===== src/rtl/instruction_profiler_pkg.sv =====
// Shared MIPS opcode/funct codes and profiler class indices.
package instruction_profiler_pkg;

  localparam int NUM_CLASSES  = 9;
  localparam int NUM_COUNTERS = NUM_CLASSES + 1;

  typedef enum logic [3:0] {
    CLS_ALU_R   = 4'd0,
    CLS_ALU_I   = 4'd1,
    CLS_LOAD    = 4'd2,
    CLS_STORE   = 4'd3,
    CLS_BRANCH  = 4'd4,
    CLS_JUMP    = 4'd5,
    CLS_SYSCALL = 4'd6,
    CLS_MULDIV  = 4'd7,
    CLS_UNKNOWN = 4'd8,
    CLS_TOTAL   = 4'd9
  } inst_class_e;

  localparam logic [5:0] OP_RTYPE = 6'd0;
  localparam logic [5:0] OP_J     = 6'd2;
  localparam logic [5:0] OP_JAL   = 6'd3;
  localparam logic [5:0] OP_BEQ   = 6'd4;
  localparam logic [5:0] OP_BNE   = 6'd5;
  localparam logic [5:0] OP_BGTZ  = 6'd7;
  localparam logic [5:0] OP_ADDI  = 6'd8;
  localparam logic [5:0] OP_ADDIU = 6'd9;
  localparam logic [5:0] OP_SLTI  = 6'd10;
  localparam logic [5:0] OP_ANDI  = 6'd12;
  localparam logic [5:0] OP_ORI   = 6'd13;
  localparam logic [5:0] OP_LB    = 6'd32;
  localparam logic [5:0] OP_LW    = 6'd35;
  localparam logic [5:0] OP_SW    = 6'd43;

  localparam logic [5:0] FUNCT_SLL     = 6'd0;
  localparam logic [5:0] FUNCT_SRL     = 6'd2;
  localparam logic [5:0] FUNCT_SRA     = 6'd3;
  localparam logic [5:0] FUNCT_JR      = 6'd8;
  localparam logic [5:0] FUNCT_SYSCALL = 6'd12;
  localparam logic [5:0] FUNCT_MFLO    = 6'd18;
  localparam logic [5:0] FUNCT_DIVU    = 6'd27;
  localparam logic [5:0] FUNCT_ADD     = 6'd32;
  localparam logic [5:0] FUNCT_ADDU    = 6'd33;
  localparam logic [5:0] FUNCT_SUB     = 6'd34;
  localparam logic [5:0] FUNCT_AND     = 6'd36;
  localparam logic [5:0] FUNCT_OR      = 6'd37;
  localparam logic [5:0] FUNCT_NOR     = 6'd39;
  localparam logic [5:0] FUNCT_SLT     = 6'd42;
  localparam logic [5:0] FUNCT_SLTU    = 6'd43;

endpackage


===== src/rtl/instruction_profiler_classifier.sv =====
// Combinational decoder mapping a MIPS op/funct pair onto a profiler class index.
module inst_classifier
  import instruction_profiler_pkg::*;
(
  input  logic [5:0] op,
  input  logic [5:0] funct,
  output logic [3:0] cls
);

  // R-type words are split by funct; all other words are classified by opcode alone
  always_comb begin
    cls = CLS_UNKNOWN;
    case (op)
      OP_RTYPE: begin
        case (funct)
          FUNCT_ADD, FUNCT_ADDU, FUNCT_SUB, FUNCT_AND, FUNCT_OR, FUNCT_NOR,
          FUNCT_SLT, FUNCT_SLTU, FUNCT_SLL, FUNCT_SRL, FUNCT_SRA:
            cls = CLS_ALU_R;
          FUNCT_JR:
            cls = CLS_JUMP;
          FUNCT_SYSCALL:
            cls = CLS_SYSCALL;
          FUNCT_DIVU, FUNCT_MFLO:
            cls = CLS_MULDIV;
          default:
            cls = CLS_UNKNOWN;
        endcase
      end
      OP_ADDI, OP_ADDIU, OP_SLTI, OP_ANDI, OP_ORI: cls = CLS_ALU_I;
      OP_LW, OP_LB:                                cls = CLS_LOAD;
      OP_SW:                                       cls = CLS_STORE;
      OP_BEQ, OP_BNE, OP_BGTZ:                     cls = CLS_BRANCH;
      OP_J, OP_JAL:                                cls = CLS_JUMP;
      default:                                     cls = CLS_UNKNOWN;
    endcase
  end

endmodule


===== src/rtl/instruction_profiler.sv =====
// Two-stage retired-instruction profiler: classify and register, then bump the
// class counter plus TOTAL. Counters saturate; a SYSCALL can freeze capture.
module instruction_profiler
  import instruction_profiler_pkg::*;
#(
  parameter int CNT_W           = 32,
  parameter bit HALT_ON_SYSCALL = 1'b1
) (
  input  logic             clk,
  input  logic             rst,
  input  logic             inst_valid,
  input  logic [31:0]      inst,
  input  logic             clr,
  input  logic [3:0]       rd_sel,
  output logic [CNT_W-1:0] rd_data,
  output logic             halted,
  output logic             sat
);

  localparam logic [CNT_W-1:0] CNT_MAX = '1;
  localparam logic [CNT_W-1:0] CNT_ONE = CNT_W'(1);

  logic [3:0]       dec_cls;
  logic             s1_valid;
  logic [3:0]       s1_cls;
  logic [CNT_W-1:0] cnt      [NUM_COUNTERS];
  logic [CNT_W-1:0] cnt_next [NUM_COUNTERS];
  logic             hit_max;
  logic             syscall_retire;

  // Register/immediate fields between op and funct do not affect the class.
  logic unused_inst_bits;
  assign unused_inst_bits = ^inst[25:6];

  inst_classifier u_classifier (
    .op    (inst[31:26]),
    .funct (inst[5:0]),
    .cls   (dec_cls)
  );

  assign syscall_retire = HALT_ON_SYSCALL && s1_valid && (s1_cls == CLS_SYSCALL);

  // Stage 1: capture the decoded class unless capture is frozen or being cleared
  always_ff @(posedge clk) begin
    if (rst || clr) begin
      s1_valid <= 1'b0;
      s1_cls   <= CLS_UNKNOWN;
    end else begin
      s1_valid <= inst_valid && !halted;
      s1_cls   <= dec_cls;
    end
  end

  // Saturating increment of the staged class counter and TOTAL; flags reaching all-ones
  always_comb begin
    hit_max = 1'b0;
    for (int i = 0; i < NUM_COUNTERS; i++) begin
      cnt_next[i] = cnt[i];
      if (s1_valid && ((4'(i) == s1_cls) || (4'(i) == CLS_TOTAL)) && (cnt[i] != CNT_MAX)) begin
        cnt_next[i] = cnt[i] + CNT_ONE;
        if (cnt[i] == CNT_MAX - CNT_ONE) begin
          hit_max = 1'b1;
        end
      end
    end
  end

  // Stage 2: commit counter updates; clear drops any same-cycle increment
  always_ff @(posedge clk) begin
    for (int i = 0; i < NUM_COUNTERS; i++) begin
      if (rst || clr) begin
        cnt[i] <= '0;
      end else begin
        cnt[i] <= cnt_next[i];
      end
    end
  end

  // Halt goes high on the edge a SYSCALL is counted and holds until clear
  always_ff @(posedge clk) begin
    if (rst || clr) begin
      halted <= 1'b0;
    end else if (syscall_retire) begin
      halted <= 1'b1;
    end
  end

  // Sticky saturation flag
  always_ff @(posedge clk) begin
    if (rst || clr) begin
      sat <= 1'b0;
    end else if (hit_max) begin
      sat <= 1'b1;
    end
  end

  // Registered readback of pre-update counter state; clear does not touch it directly
  always_ff @(posedge clk) begin
    if (rst) begin
      rd_data <= '0;
    end else if (rd_sel <= CLS_TOTAL) begin
      rd_data <= cnt[rd_sel];
    end else begin
      rd_data <= '0;
    end
  end

endmodule

===== config.mk =====
export PLATFORM = sky130hd
export DESIGN_NAME = instruction_profiler
export DESIGN_NICKNAME = d
export VERILOG_FILES = /design/src/rtl/instruction_profiler_pkg.sv /design/src/rtl/instruction_profiler_classifier.sv /design/src/rtl/instruction_profiler.sv
export SDC_FILE = /design/constraint.sdc
export NUM_CORES = 1
export LEC_CHECK = 0
export CAP_MARGIN = 20
export CORE_UTILIZATION = 30
export DETAILED_ROUTE_END_ITERATION = 7
export PLACE_DENSITY = 0.59
export SLEW_MARGIN = 20
export SYNTH_ARGS = -nofsm -noshare
export SYNTH_HDL_FRONTEND = slang
export SYNTH_SLANG_ARGS = --single-unit

===== constraint.sdc =====
create_clock -name clk -period 2.2 [get_ports clk]
set_input_delay 0.44 -clock clk [delete_from_list [all_inputs] [get_ports clk]]
set_output_delay 0.44 -clock clk [all_outputs]
set_load 0.01 [all_outputs]

Word-level counts from Yosys, hierarchy flattened

Memories as Yosys holds them, arrays and structs flattened. A register that Yosys moved wholly into a read port is not among the register bits.
Index checks and enable logic that the tools add are counted.

Register bits after elaboration: 7
RAM bits: 320
Bits in read-only memories: 256
Bits of input ports: 40
Output and inout bits: 34
Logic and storage cells: 144
Memories kept: 2

$add $sub $neg: 10
Magnitude comparators: 1
Equal/unequal tests: 42
Muxes and demuxes: 44
Bitwise operators: 11
Reduce and logical (&&, ||, !) cells: 30

Memory list:

| name             | words | bits a word | read ports | clocked after Yosys merged registers in | wr ports | RTL line                              | RTL |
|---|---|---|---|---|---|---|---|
| cnt              | 10    | 32          | 11         | 1                                       | 10       | instruction_profiler.sv:26            | `logic [CNT_W-1:0] cnt [NUM_COUNTERS];` |
| (name not given) | 64    | 4           | 1          | 0                                       | 0        | instruction_profiler_classifier.sv:15 | `case (funct)` |

Operators with widths:

| operator              | count |
|---|---|
| $mux 32               | 20 |
| $add 32x1->32 const B | 10 |
| $eq 32x32->1 const B  | 10 |
| $ne 32x32->1 const B  | 10 |
| $eq 6x4->1 const B    | 5 |
| $pmux 4 s6            | 1 |
| $mux 1                | 23 |
| $logic_and 1x1->1     | 21 |
| $eq 6x3->1 const B    | 3 |
| $eq 6x6->1 const B    | 3 |
| $eq 3x4->1 const A    | 4 |
| $eq 6x2->1 const B    | 2 |
| $or 1x1->1            | 10 |
| $eq 2x4->1 const A    | 2 |
| $logic_not 6->1       | 1 |
| $reduce_or 2->1       | 3 |
| $reduce_or 5->1       | 1 |
| $eq 1x4->1 const A    | 1 |
| $eq 4x3->1 const B    | 1 |
| $eq 4x4->1 const A    | 1 |
| $le 4x4->1 const B    | 1 |
| $logic_not 4->1       | 1 |
| $reduce_or 3->1       | 1 |
| $logic_not 1->1       | 1 |
| other kinds (2)       | 2 |

Depth between registers and ports, before layout

Gate-level depths: netlist of run 1.

Depth in word-level cells: 22
Mapped depth: 9
Depth with buffers taken out: 7

Modules after synthesis

A second synthesis of run 1 with hierarchy kept.

Cell total of the unflattened synthesis: 2194
Area total of the unflattened synthesis: 19268.5 µm²

By module, submodules not included:

| module               | times used | cells each | area each (µm²) | seq. area each (µm²) |
|---|---|---|---|---|
| instruction_profiler | 1          | 2148       | 18964.4         | 7186.9 |
| inst_classifier      | 1          | 46         | 304.0           | 0.0 |

Worst setup path before layout of run 1

Ideal clock, no wire load.

Kind: flip-flop to flip-flop
From: reg s1_valid
To: mem cnt[3][23]
Setup time: 70 ps
Arrival: 2273 ps
Required time: 2130 ps
Setup slack: -143 ps
Stages on the path, launching flop included: 9
Path buffers: 3
Clock period less this slack: 2343 ps
Cell sequence: dfxtp_1 buf_4 or3b_1 buf_6 or4_4 a211o_1 buf_6 or3_1 a21oi_1

RTL lines:

| item                     | RTL line                   | RTL |
|---|---|---|
| start: declaration       | instruction_profiler.sv:24 | `logic s1_valid;` |
| start signal: assignment | instruction_profiler.sv:49 | `s1_valid <= inst_valid && !halted;` |
| end: declaration         | instruction_profiler.sv:26 |  |

==> flow_summary.yaml, run 1 <==
run_status:
  status: "finished, violations left"
  violations: "negative setup slack"
route:
  vias_per_cell: 5.26
  drt_iter0_drc: 1367
  final_antenna_net_count: 0
  dr.pass1.iters: 5
  wirelength_mm: 62.2
  dr_total_vias: 18000
  post_drt_wl_per_cell_um: 18.2
  route.detailed.drc: 0
clock_tree:
  clk_pin_slew_ps: 60
  cts_buffer_depth: 3
  tritoncts: "yes"
  clock_latency_ps: 570
  h-tree-depth: 2
  hold_buffers: 0
  cts.sinks: 359
  cts_made_buffers: 41
  clock-root-buffer: "clkbuf_16"
min_path:
  hold_start: "rd_sel[3]"
  holdCritPathClass: "in -> reg"
  whs_path_depth: 3
  holdPathEnd: "rd_data[0]$_SDFF_PP0_"
die:
  chipWidth_um: 254
  initial_core_util: 0.303
  die-area_um2: 64600
  fp.dieH_um: 254
  io_pins: 74
  design.core.area_um2: 63000
  fp-row-count: 92
synth:
  yosys.area.top_type_share: 0.377
  syn_nets: 2241
  ys_seq_elements: 359
  synth_edf_count: 0
  synthArstFlopShare: 0
  synth-seq-area-share: 0.377
  syn_area_per_cell_um2: 8.74
  netlist_area_um2: 19100
  ys_warn_count: 0
  ys_top_cells_by_area: "dfxtp_1, mux4_2, xor2_1"
  syn_inst: 2181
  netlist-cell-type-count: 64
  ys.flop_type: "dfxtp_1"
  synth_top_area_cell: "dfxtp_1"
sta:
  fin_skew_ps: 20.0
  post-route-period-util: 1.01
  slew_violations: 0
  hold_slack_ps: 357
  min_period_ps: 2220
  tightest_slew_ps: 595
  rsz0062_at_grt: "yes"
  finalSetupViolCount: 1
  finalWorstSetupSlack_ps: -20.3
  timing.slew.headroom: 0.603
  tns_ps: -20.3
  fmax_mhz: 450
  finalHoldViolations: 0
setup_path:
  path_class: "reg -> reg"
  critical_path.reg2reg.endpoint: "cnt[3][23]$_SDFFE_PP0P_"
  crit_path_end_kind: "flop"
  cp.arrival_ps: 2720
  cp-start-kind: "flop"
  reg2regPathDepth: 6
  r2r_slack_ps: -20
  cp.required_ps: 2700
  regToRegStartpoint: "s1_cls[3]$_SDFF_PP1_"
  cp_max_fo: 10
final_layout:
  nets: 2596
  drive_above_1_share: 0.242
  final_cell_area_um2: 25100
  syn_to_final_growth_pct: 31.6
place:
  dp_hpwl_mm: 47.1
  portBuffers: 53
  dpl-instance-area_um2: 23100
  place.gp.congestion: 0.912
power:
  p_switching_w: 0.00323
  intPower_w: 0.0110
  pwr-share-comb: 0.044
  peakVddDrop_uv: 494
  leakage_nw: 8.61
  total_power_w: 0.0142
  clkPwrFrac: 0.497
  powerDensity_nw_per_um2: 566
  seq_power_share: 0.460
  switching_share: 0.227
global_route:
  gr-usage-all-layers: 0.190
  grt_max_degree: 86
  overflow: 0
  grt_pass1_vias: 17300
  antenna_found_initial: 1
  grt_first_pass_wirelength_mm: 96.0
job:
  maxCapViolCount: 0
[synth_stat cells, types with 10 or more instances]
master    count
and4_1       19
ha_1         20
nor3_1       56
clkbuf_1     96
or3_1        59
mux2i_1      36
inv_1        46
nor3b_1      10
and2_1       27
mux4_2       64
a21oi_1      59
o211ai_1     15
or4_1        16
nand4_1     132
o21ai_0      54
xnor2_1      92
and3_1       51
nor4_1       39
nand2_1     132
xor2_1      157
a211oi_1     76
dfxtp_1     359
nor2_1      315
nor2b_1      37
nand3_1     114
[cell families after synthesis]
kind of cell,count (synthesis),synth area share
mux,100,0.0945
xor+xnor,249,0.114
compound gates,242,0.0821
simple gates,1051,0.286
fa+ha+maj,20,0.0131
flops,359,0.377
buf+inv,160,0.0329
[stage by stage]
stage	instances	worst slack (ps)	utilization
2_1_floorplan	2181	-12.0	-
3_3_place_gp	3326	-156	0.367
3_5_place_dp	3326	-132	0.367
4_1_cts	3402	1.53	0.391
5_1_grt	3413	-70.4	0.399
6_report	3414	-20.3	0.399
[repair_timing]
item	in CTS	in global routing
pin swaps	5	41
endpoints found under the setup margin	65	158
setup buffers	2	8
gates resized for setup	22	105
gates cloned	0	3
[cell type report]
class	instances	area, µm²
Sequential cell	359	7220
Multi-Input combinational cell	1662	11700
Fill cell	6196	37900
Timing Repair Buffer	426	3550
Tap cell	846	1060
Clock inverter	15	196
Antenna cell	1	2.50
Inverter	46	173
Clock buffer	59	1170
[cell usage in the layout, fill, tap and decap left out, drive strengths merged, types with 37 or more instances in the layout]
master         instances
buf                  377
dfxtp                359
nor2                 315
xor2                 157
nand4                132
nand2                132
nand3                114
xnor2                 92
a211oi                76
mux4                  64
a21oi                 59
or3                   59
clkbuf                59
nor3                  58
o21ai                 54
and3                  51
clkdlybuf4s50         49
inv                   49
nor4                  44
nor2b                 37
[flip-flops by register name, summed over array words and instances (netlist names)]
name      flops
rd_data      32
s1_valid      1
halted        1
sat           1
cnt         320
s1_cls        4
[worst max-delay path, cell delays in order, from the launching register on]
cell and delay [ps]:
dfxtp_2 330, or3b_4 440, or4_4 450, a211o_1 330, buf_12 170, or3_4 330
a21oi_2 120
[power groups by stage]
stage	clock network (W)	logic [W]	registers [W]
5_1_grt	0.00746	0.000661	0.00653
4_1_cts	0.00720	0.000615	0.00653
3_3_place_gp	0	0.000605	0.00668
3_5_place_dp	0	0.000613	0.00668
2_1_floorplan	0	0.000316	0.00669
6_report	0.00706	0.000619	0.00653
[layer usage]
layer  global-route usage  vias to the layer above  part of all wire
met1                0.254                     8825              0.44
li1                     -                     8591                 -
met5                    0                        -                 0
met3               0.0235                       78             0.058
met4               0.0503                        0             0.021
met2                0.322                      458              0.48
[worst max-delay path by stage]
stage | from | endpoint | depth (start not counted)
2_1_floorplan | cnt[0][4]$_SDFFE_PP0P_ | cnt[0][26]$_SDFFE_PP0P_ | 8
3_3_place_gp | rd_sel[1] | rd_data[9]$_SDFF_PP0_ | 7
3_5_place_dp | inst[3] | s1_cls[0]$_SDFF_PP0_ | 7
4_1_cts | cnt[9][5]$_SDFFE_PP0P_ | cnt[9][26]$_SDFFE_PP0P_ | 6
5_1_grt | cnt[0][6]$_SDFFE_PP0P_ | cnt[0][4]$_SDFFE_PP0P_ | 8
6_report | s1_cls[3]$_SDFF_PP1_ | cnt[3][23]$_SDFFE_PP0P_ | 6
(Power assumes the default switching activity.)
==> inputs of run 2 (changes only) <==
PLACE_DENSITY = 0.47   (was 0.59)
==> run 2 against run 1 <==
The run still ends with negative setup slack left. Register-to-register slack barely moved. First-iteration DRC count fell by 33%. Core utilization up 1.4 points. Maximum frequency increased by 0.17%. Total power up 6.1%. Critical path depth is 2 higher. Critical endpoint is now cnt[0][4]$_SDFFE_PP0P_. Die area unchanged.
==> flow_summary.yaml, run 2 (synthesis results as in run 1) <==
run_status:
  status: "finished, violations left"
  violations: "negative setup slack"
setup_path:
  crit_path_top_delay_cell: "or3_4"
  r2r_slack_ps: -20
  critical_path.cell_chain: "nand4_1 -> or3_4 -> or3_4 -> buf_6 -> o2111ai_4 -> buf_6 -> xor2_1 -> nor2_1"
  cp.required_ps: 2660
  crit_path_end_kind: "flop"
  reg2regPathDepth: 8
  regToRegStartpoint: "cnt[0][7]$_SDFFE_PP0P_"
  cp_max_fo: 6
  critical_path.reg2reg.endpoint: "cnt[0][4]$_SDFFE_PP0P_"
  cp-start-kind: "flop"
  path_class: "reg -> reg"
  max_stage_delay_ps: 480
  cp.arrival_ps: 2680
clock_tree:
  h-tree-depth: 2
  clock-root-buffer: "clkbuf_16"
  hold_buffers: 0
  clk_pin_slew_ps: 60
  clock_latency_ps: 590
  cts_buffer_depth: 3
  cts.sinks: 359
  tritoncts: "yes"
  cts_made_buffers: 43
place:
  place.gp.congestion: 0.891
  dp_hpwl_mm: 49.5
  dp_slack_ps: -188
  portBuffers: 53
  dpl-instance-area_um2: 23600
sta:
  finalWorstSetupSlack_ps: -16.5
  fmax_mhz: 451
  timing.slew.headroom: 0.518
  min_period_ps: 2220
  finalSetupViolCount: 6
  finalHoldViolations: 0
  rsz0062_at_grt: "yes"
  fin_skew_ps: 27.4
  post-route-period-util: 1.01
  slew_violations: 0
  tightest_slew_ps: 714
  tns_ps: -41.5
route:
  vias_per_cell: 5.18
  post_drt_wl_per_cell_um: 18.6
  dr_total_vias: 18000
  route.detailed.drc: 0
  wirelength_mm: 64.6
  drt_iter0_drc: 917
  dr.pass1.iters: 5
  final_antenna_net_count: 0
die:
  io_pins: 74
  design.core.area_um2: 63000
  chipWidth_um: 254
  initial_core_util: 0.303
  fp.dieH_um: 254
  fp-row-count: 92
  die-area_um2: 64600
global_route:
  grt_max_degree: 77
  antenna_found_initial: 0
  grt_pass1_vias: 17300
  overflow: 0
  grt_first_pass_wirelength_mm: 99.3
  gr-usage-all-layers: 0.198
final_layout:
  final_cell_mix: "buf_4, dfxtp_1, nor2_1"
  reg_top3: "cnt (320), rd_data (32), s1_cls (4)"
  final_common_cell: "buf_4"
  fin_util: 0.412
  final_cell_area_um2: 26000
  syn_to_final_growth_pct: 36.2
  top_register: "cnt"
  antenna_cells: 0
  nets: 2662
  drive_above_1_share: 0.266
  largest_reg_flops: 320
min_path:
  holdCritPathClass: "in -> reg"
  whs_path_depth: 3
  hold_start: "rd_sel[3]"
  holdPathEnd: "rd_data[21]$_SDFF_PP0_"
power:
  powerDensity_nw_per_um2: 581
  peakVddDrop_uv: 454
  leakage_nw: 9.17
job:
  maxCapViolCount: 0
run 2: where the power goes:
group	internal, W	total (W)	leakage, nW	switching (W)
Sequential	0.00652	0.00653	2.90	0.00000920
Combinational	0.000278	0.000655	5.50	0.000377
Clock	0.00491	0.00788	0.765	0.00297
run 2: layer usage:
layer	global-route usage	up-vias	part of all wire
li1	-	8737	-
met1	0.266	8817	0.45
met2	0.333	361	0.48
met3	0.0235	107	0.042
met4	0.0578	0	0.029
met5	0	-	0
run 2: what timing repair did:
| action | in CTS | in global routing |
|---|---|---|
| buffers inserted | 2 | 15 |
| pin swaps | 2 | 56 |
| gates resized for setup | 35 | 106 |
| gates cloned | 2 | 4 |
| setup endpoints to repair | 108 | 150 |
run 2: metrics by stage:
stage / power [W] / instances / hold WS [ps]
detailed placement: 0.00733 / 3380 / 504
floorplan: 0.00700 / 2181 / 457
CTS: 0.0153 / 3460 / 400
global route: 0.0156 / 3479 / 420
global placement: 0.00732 / 3380 / 492
finish: 0.0151 / 3479 / 412
run 2: worst max path at each step:
stage / startpoint / end / cells after the start
6_report: cnt[0][7]$_SDFFE_PP0P_ / cnt[0][4]$_SDFFE_PP0P_ / 8
5_1_grt: cnt[6][7]$_SDFFE_PP0P_ / cnt[6][9]$_SDFFE_PP0P_ / 7
4_1_cts: cnt[6][9]$_SDFFE_PP0P_ / cnt[6][12]$_SDFFE_PP0P_ / 7
3_5_place_dp: rd_sel[1] / rd_data[10]$_SDFF_PP0_ / 7
3_3_place_gp: rd_sel[1] / rd_data[10]$_SDFF_PP0_ / 7
2_1_floorplan: cnt[0][4]$_SDFFE_PP0P_ / cnt[0][26]$_SDFFE_PP0P_ / 8
run 2: final cells by class:
cell class	count	area [µm²]
clock buffers	57	1250
clock inverters	19	300
fillers	6319	37000
inverters	46	173
multi-input cells	1662	11900
flip-flops and latches	359	7200
well taps	846	1060
repair buffers	490	4120
run 2: critical path, delay by kind of cell, from the launching register on:
kind,cells,cell delay (ps)
AO/OA/AOI/OAI,1,220
AND/OR/NAND/NOR,4,1100
buffers and inverters,2,330
XOR/XNOR,1,130
flip-flops,1,330
==> inputs of run 3 (changes only) <==
PLACE_DENSITY = 0.45   (was 0.47)
clock period = 2.4 ns   (was 2.2 ns; I/O delays follow)
==> run 3 against run 2 <==
The run now ends clean. Core utilization shrank 3.3 points. Routed wire length shrank 2.6%. Clock power shrank 9.8%. Highest routed layer is now met5.
==> flow_summary.yaml, run 3 (synthesis results as in run 1) <==
run_status:
  status: "complete, no violations"
global_route:
  grt_first_pass_wirelength_mm: 96.7
  grt_pass1_vias: 16400
  antenna_found_initial: 4
  grt_max_degree: 77
  gr-usage-all-layers: 0.196
  overflow: 0
power:
  switching_share: 0.230
  seq_power_share: 0.438
  powerDensity_nw_per_um2: 572
  p_switching_w: 0.00314
  peakVddDrop_uv: 418
  leakage_nw: 7.95
  clkPwrFrac: 0.520
  intPower_w: 0.0105
  pwr-share-comb: 0.041
die:
  fp.dieH_um: 254
  fp-row-count: 92
  die-area_um2: 64600
  io_pins: 74
  chipWidth_um: 254
  design.core.area_um2: 63000
  initial_core_util: 0.303
sta:
  post-route-period-util: 0.985
  timing.slew.headroom: 0.533
  slew_violations: 0
  tightest_slew_ps: 701
  min_period_ps: 2360
  fmax_mhz: 423
  rsz0062_at_grt: "yes"
  finalSetupViolCount: 0
  finalHoldViolations: 0
  fin_skew_ps: 22.0
  finalWorstSetupSlack_ps: 36.0
setup_path:
  path_class: "reg -> reg"
  crit_path_end_kind: "flop"
  r2r_slack_ps: 40
  cp-start-kind: "flop"
  critical_path.reg2reg.endpoint: "cnt[5][30]$_SDFFE_PP0P_"
  cp.required_ps: 2870
  regToRegStartpoint: "s1_cls[0]$_SDFF_PP0_"
  cp_max_fo: 9
  reg2regPathDepth: 6
  cp.arrival_ps: 2830
clock_tree:
  clock-root-buffer: "clkbuf_16"
  tritoncts: "yes"
  clock_latency_ps: 580
  clk_pin_slew_ps: 60
  h-tree-depth: 2
  cts_buffer_depth: 3
  cts.sinks: 359
  cts_made_buffers: 44
final_layout:
  drive_above_1_share: 0.176
  nets: 2477
  top_register: "cnt"
  reg_top3: "cnt (320), rd_data (32), s1_cls (4)"
  final_common_cell: "dfxtp_1"
  fin_cells: 3297
  largest_reg_flops: 320
  fillerInstances: 6397
  final_cell_mix: "dfxtp_1, nor2_1, buf_4"
  syn_to_final_growth_pct: 25.2
route:
  dr_total_vias: 16900
  vias_per_cell: 5.14
  final_antenna_net_count: 0
  post_drt_wl_per_cell_um: 19.1
  wirelength_mm: 63.0
  route.detailed.drc: 0
  drt_iter0_drc: 1013
  dr.pass1.iters: 5
place:
  dp.cells: 3216
  place.gp.congestion: 0.889
  dp_hpwl_mm: 48.2
  dp_slack_ps: -71.7
  portBuffers: 53
min_path:
  holdCritPathClass: "reg -> reg"
  whs_path_depth: 2
  hold_start: "cnt[0][7]$_SDFFE_PP0P_"
  holdPathEnd: "cnt[0][7]$_SDFFE_PP0P_"
job:
  maxCapViolCount: 0
==> run 3: final cells by class <==
| cell class | instances | area, µm² | share of cell area |
|---|---|---|---|
| multi-input cells | 1662 | 11300 | 0.475 |
| flip-flops and latches | 359 | 7190 | 0.301 |
| repair buffers | 304 | 2590 | 0.108 |
| clock buffers | 57 | 1250 | 0.0524 |
| well taps | 846 | 1060 | 0.0443 |
| clock inverters | 21 | 275 | 0.0115 |
| inverters | 46 | 173 | 0.00723 |
| diodes | 2 | 5.00 | 0.000210 |
==> run 3: what timing repair did <==
item | 4_1_cts | 5_1_grt
pin swaps | 1 | 4
hold buffers | 0 | 0
cloned | 0 | 1
gates resized for setup | 2 | 17
buffers inserted | 0 | 0
endpoints found under the setup margin | 4 | 54
==> run 3: worst max path at each step <==
stage	slack, ps	cells after the start	endpoint	start
after floorplan	20	6	rd_data[24]$_SDFF_PP0_	rd_sel[1]
after detailed placement	-70	7	rd_data[9]$_SDFF_PP0_	rd_sel[1]
final	40	6	cnt[5][30]$_SDFFE_PP0P_	s1_cls[0]$_SDFF_PP0_
after global routing	-20	6	cnt[5][28]$_SDFFE_PP0P_	s1_cls[0]$_SDFF_PP0_
after CTS	30	8	cnt[9][5]$_SDFFE_PP0P_	cnt[9][0]$_SDFFE_PP0P_
after global placement	-60	7	rd_data[9]$_SDFF_PP0_	rd_sel[1]
==> run 3: metrics by stage <==
step | power [W] | cell area, µm² | hold WS (ps) | TNS (ps) | util
floorplan | 0.00642 | 19100 | 457 | 0 | -
global placement | 0.00669 | 22200 | 489 | -123 | 0.353
detailed placement | 0.00669 | 22300 | 492 | -200 | 0.353
CTS | 0.0139 | 23800 | 501 | 0 | 0.378
global route | 0.0142 | 23900 | 545 | -19.7 | 0.379
finish | 0.0137 | 23900 | 506 | 0 | 0.379
==> run 3: layer usage <==
layer / vias to the layer above / part of all wire / track usage
li1: 8368 / - / -
met1: 8191 / 0.47 / 0.264
met2: 298 / 0.47 / 0.321
met3: 73 / 0.046 / 0.0323
met4: 2 / 0.021 / 0.0539
met5: - / 0.00030 / 0
==> run 3: critical path, cell delays in order, from the launching register on <==
cell and delay, ps:
dfxtp_1 460, nor2b_2 320, nand4_1 170, or4b_2 790
nor4_1 300, xnor2_1 160, nor2_1 50
==> run 3: power groups by stage <==
stage / Sequential, W / Combinational (W) / Clock (W)
after floorplan: 0.00613 / 0.000289 / 0
after global placement: 0.00612 / 0.000567 / 0
after detailed placement: 0.00612 / 0.000570 / 0
after CTS: 0.00599 / 0.000570 / 0.00732
after global routing: 0.00599 / 0.000604 / 0.00757
final: 0.00599 / 0.000563 / 0.00711
==> variant (config.mk and constraints of run 1) <==
Make the reset (`rst`) asynchronous in one clocked block.
--- a/src/rtl/instruction_profiler.sv
+++ b/src/rtl/instruction_profiler.sv
@@ -97,3 +97,3 @@
   // Registered readback of pre-update counter state; clear does not touch it directly
-  always_ff @(posedge clk) begin
+  always_ff @(posedge clk or posedge rst) begin
     if (rst) begin
Function: differs if rst is asserted again (counterexample within 4 cycles, from zero or initial values and one cycle with rst high); with rst held inactive, the same outputs for 4 cycles.
==> variant against run 1 <==
Clock power decreased by 0.8%; design area decreased by 2.2%; sequential cell count unchanged; area after synthesis increased by 0.76%; count of clock-buffer cells in the layout decreased by 1; total power about the same; wire length decreased by 1.1%; setup slack improved by 28 ps; critical endpoint is now cnt[1][30]$_SDFFE_PP0N_; largest power group unchanged.
==> variant: results (changes against run 1) <==
==========================================================================================
Slowest-stage cell, CP                                                              or3b_4   was or4_4
Portion of the post-synthesis area used by sequential elements                       38.2%   was 37.7%
Net Count, Synth                                                                     2,211   was 2,241
Met3 global-route usage                                                              2.50%   was 2.35%
1st-iter DRT viols                                                                   1,451   was 1,367
Total power                                                                      14,200 µW   about the same
WL met3                                                                            3240 µm   was 3620 µm
Final setup skew                                                                   22.7 ps   was 20.0 ps
Global routing met1 resource utilization                                             26.2%   was 25.4%
Minimum setup slack after placement                                                -438 ps   was -132 ps
Terminating pin of the worst hold path                                        halted$_SDFFE_PP0P_   was rd_data[0]$_SDFF_PP0_
Minimum period implied by the final worst setup slack                              2190 ps   was 2220 ps
Highest ir drop seen on vdd                                                         452 µV   was 494 µV
Cell types with the largest area share after synthesis                        dfxtp_1 (34%), xor2_1 (7.8%), mux4_2 (7.5%)   was dfxtp_1 (38%), mux4_2 (7.6%), xor2_1 (7.2%)
Portion of total power attributed to the clock network                               49.2%   was 49.7%
Vias per std cell                                                                     5.30   was 5.26
Count of antenna diodes in the layout                                                    0   was 1
PostCTS Resize Cnt                                                                       8   was 22
Top cells by count, synth                                                     nor2_1 (345), dfxtp_1 (327), xor2_1 (172)   was dfxtp_1 (359), nor2_1 (315), xor2_1 (157)
Routed wire length on met2                                                       27,500 µm   was 29,900 µm
Share of synthesized cell area in full adder, half adder and majority cells          1.30%   was 1.31%
Type of the most critical hold path                                           flip-flop to flip-flop   was primary input to flip-flop
Multiplexer area fraction after synthesis                                            9.58%   was 9.45%
Setup slack on the worst flop-to-flop path                                            8 ps   was -20 ps
Buffer count from post-CTS setup fixing                                                  0   was 2
Placed Area                                                                     22,800 µm²   was 23,100 µm²
Total leakage power                                                             0.00850 µW   was 0.00861 µW
Logic gate share of total power                                                       4.6%   was 4.4%
Run status                                                                       completed   was complete, but fails checks
Worst r2r path cells                                                                     8   was 6
Total clock buffers created by CTS                                                      42   was 41
First-pass GRT wire length                                                       95,200 µm   was 96,000 µm
Post-Route WL                                                                    61,500 µm   was 62,200 µm
Routed length on met1                                                            28,500 µm   was 27,400 µm
Synth Area in Compound Gates                                                         6.64%   was 8.21%
Crit Reg-Reg Endpoint                                                         cnt[1][30]$_SDFFE_PP0N_   was cnt[3][23]$_SDFFE_PP0P_
Weighted congestion reported at the end of routability-driven placement              0.923   was 0.912
Number of different library cells in the post-synthesis netlist                         71   was 64
Final-layout worst hold slack                                                       502 ps   was 357 ps
Data arrival time of the critical path                                             2640 ps   was 2720 ps
Largest driver fanout on the critical path                                               6   was 10
Total half-perimeter wirelength after legalization and detailed placement        47,400 µm   was 47,100 µm
Net switching power                                                                3320 µW   was 3230 µW
Number of placed instances with taps included                                        3,249   was 3,326
NumNets Final                                                                        2,518   was 2,596
Pin count of the biggest net entering global routing                                    62   was 86
Number of global-route vias before repair                                           16,600   was 17,300
Share of flip-flops with an asynchronous set or reset                                8.91%   was 0%
Slew HR                                                                              63.8%   was 60.3%
Fraction of final layout cells sized beyond drive strength 1                         22.8%   was 24.2%
Depth of the worst hold-timing path                                                      2   was 3
==========================================================================================
[variant: cell types whose count changed after synthesis, sizes merged, moves of 17 or more]
| cell | change |
|---|---|
| a211oi | -61 |
| a221oi | +32 |
| clkbuf | -17 |
| dfrtp | +32 |
| dfxtp | -32 |
| inv | -17 |
| mux2 | +31 |
| mux2i | -31 |
| nand3 | +25 |
| nand4 | +20 |
| nor2 | +31 |
| nor2b | -29 |
| o21ai | -23 |
| or3 | -31 |
[variant: cell families (layout without fill, tap and decap cells)]
logic type / Yosys count / count (layout)
DFF: 359 / 359
buffers and inverters: 128 / 468
xor gates and xnor gates: 274 / 274
and+or+nand+nor: 1084 / 1084
adders and majority gates: 20 / 20
AOI/OAI and AO/OA: 186 / 186
muxes: 100 / 100
[variant: cell type report]
type | instances | area, µm²
Tap cell | 846 | 1060
Clock buffer | 58 | 1200
Sequential cell | 359 | 7360
Timing Repair Buffer | 362 | 3020
Inverter | 29 | 109
Multi-Input combinational cell | 1664 | 11600
Fill cell | 6171 | 38600
Clock inverter | 19 | 169
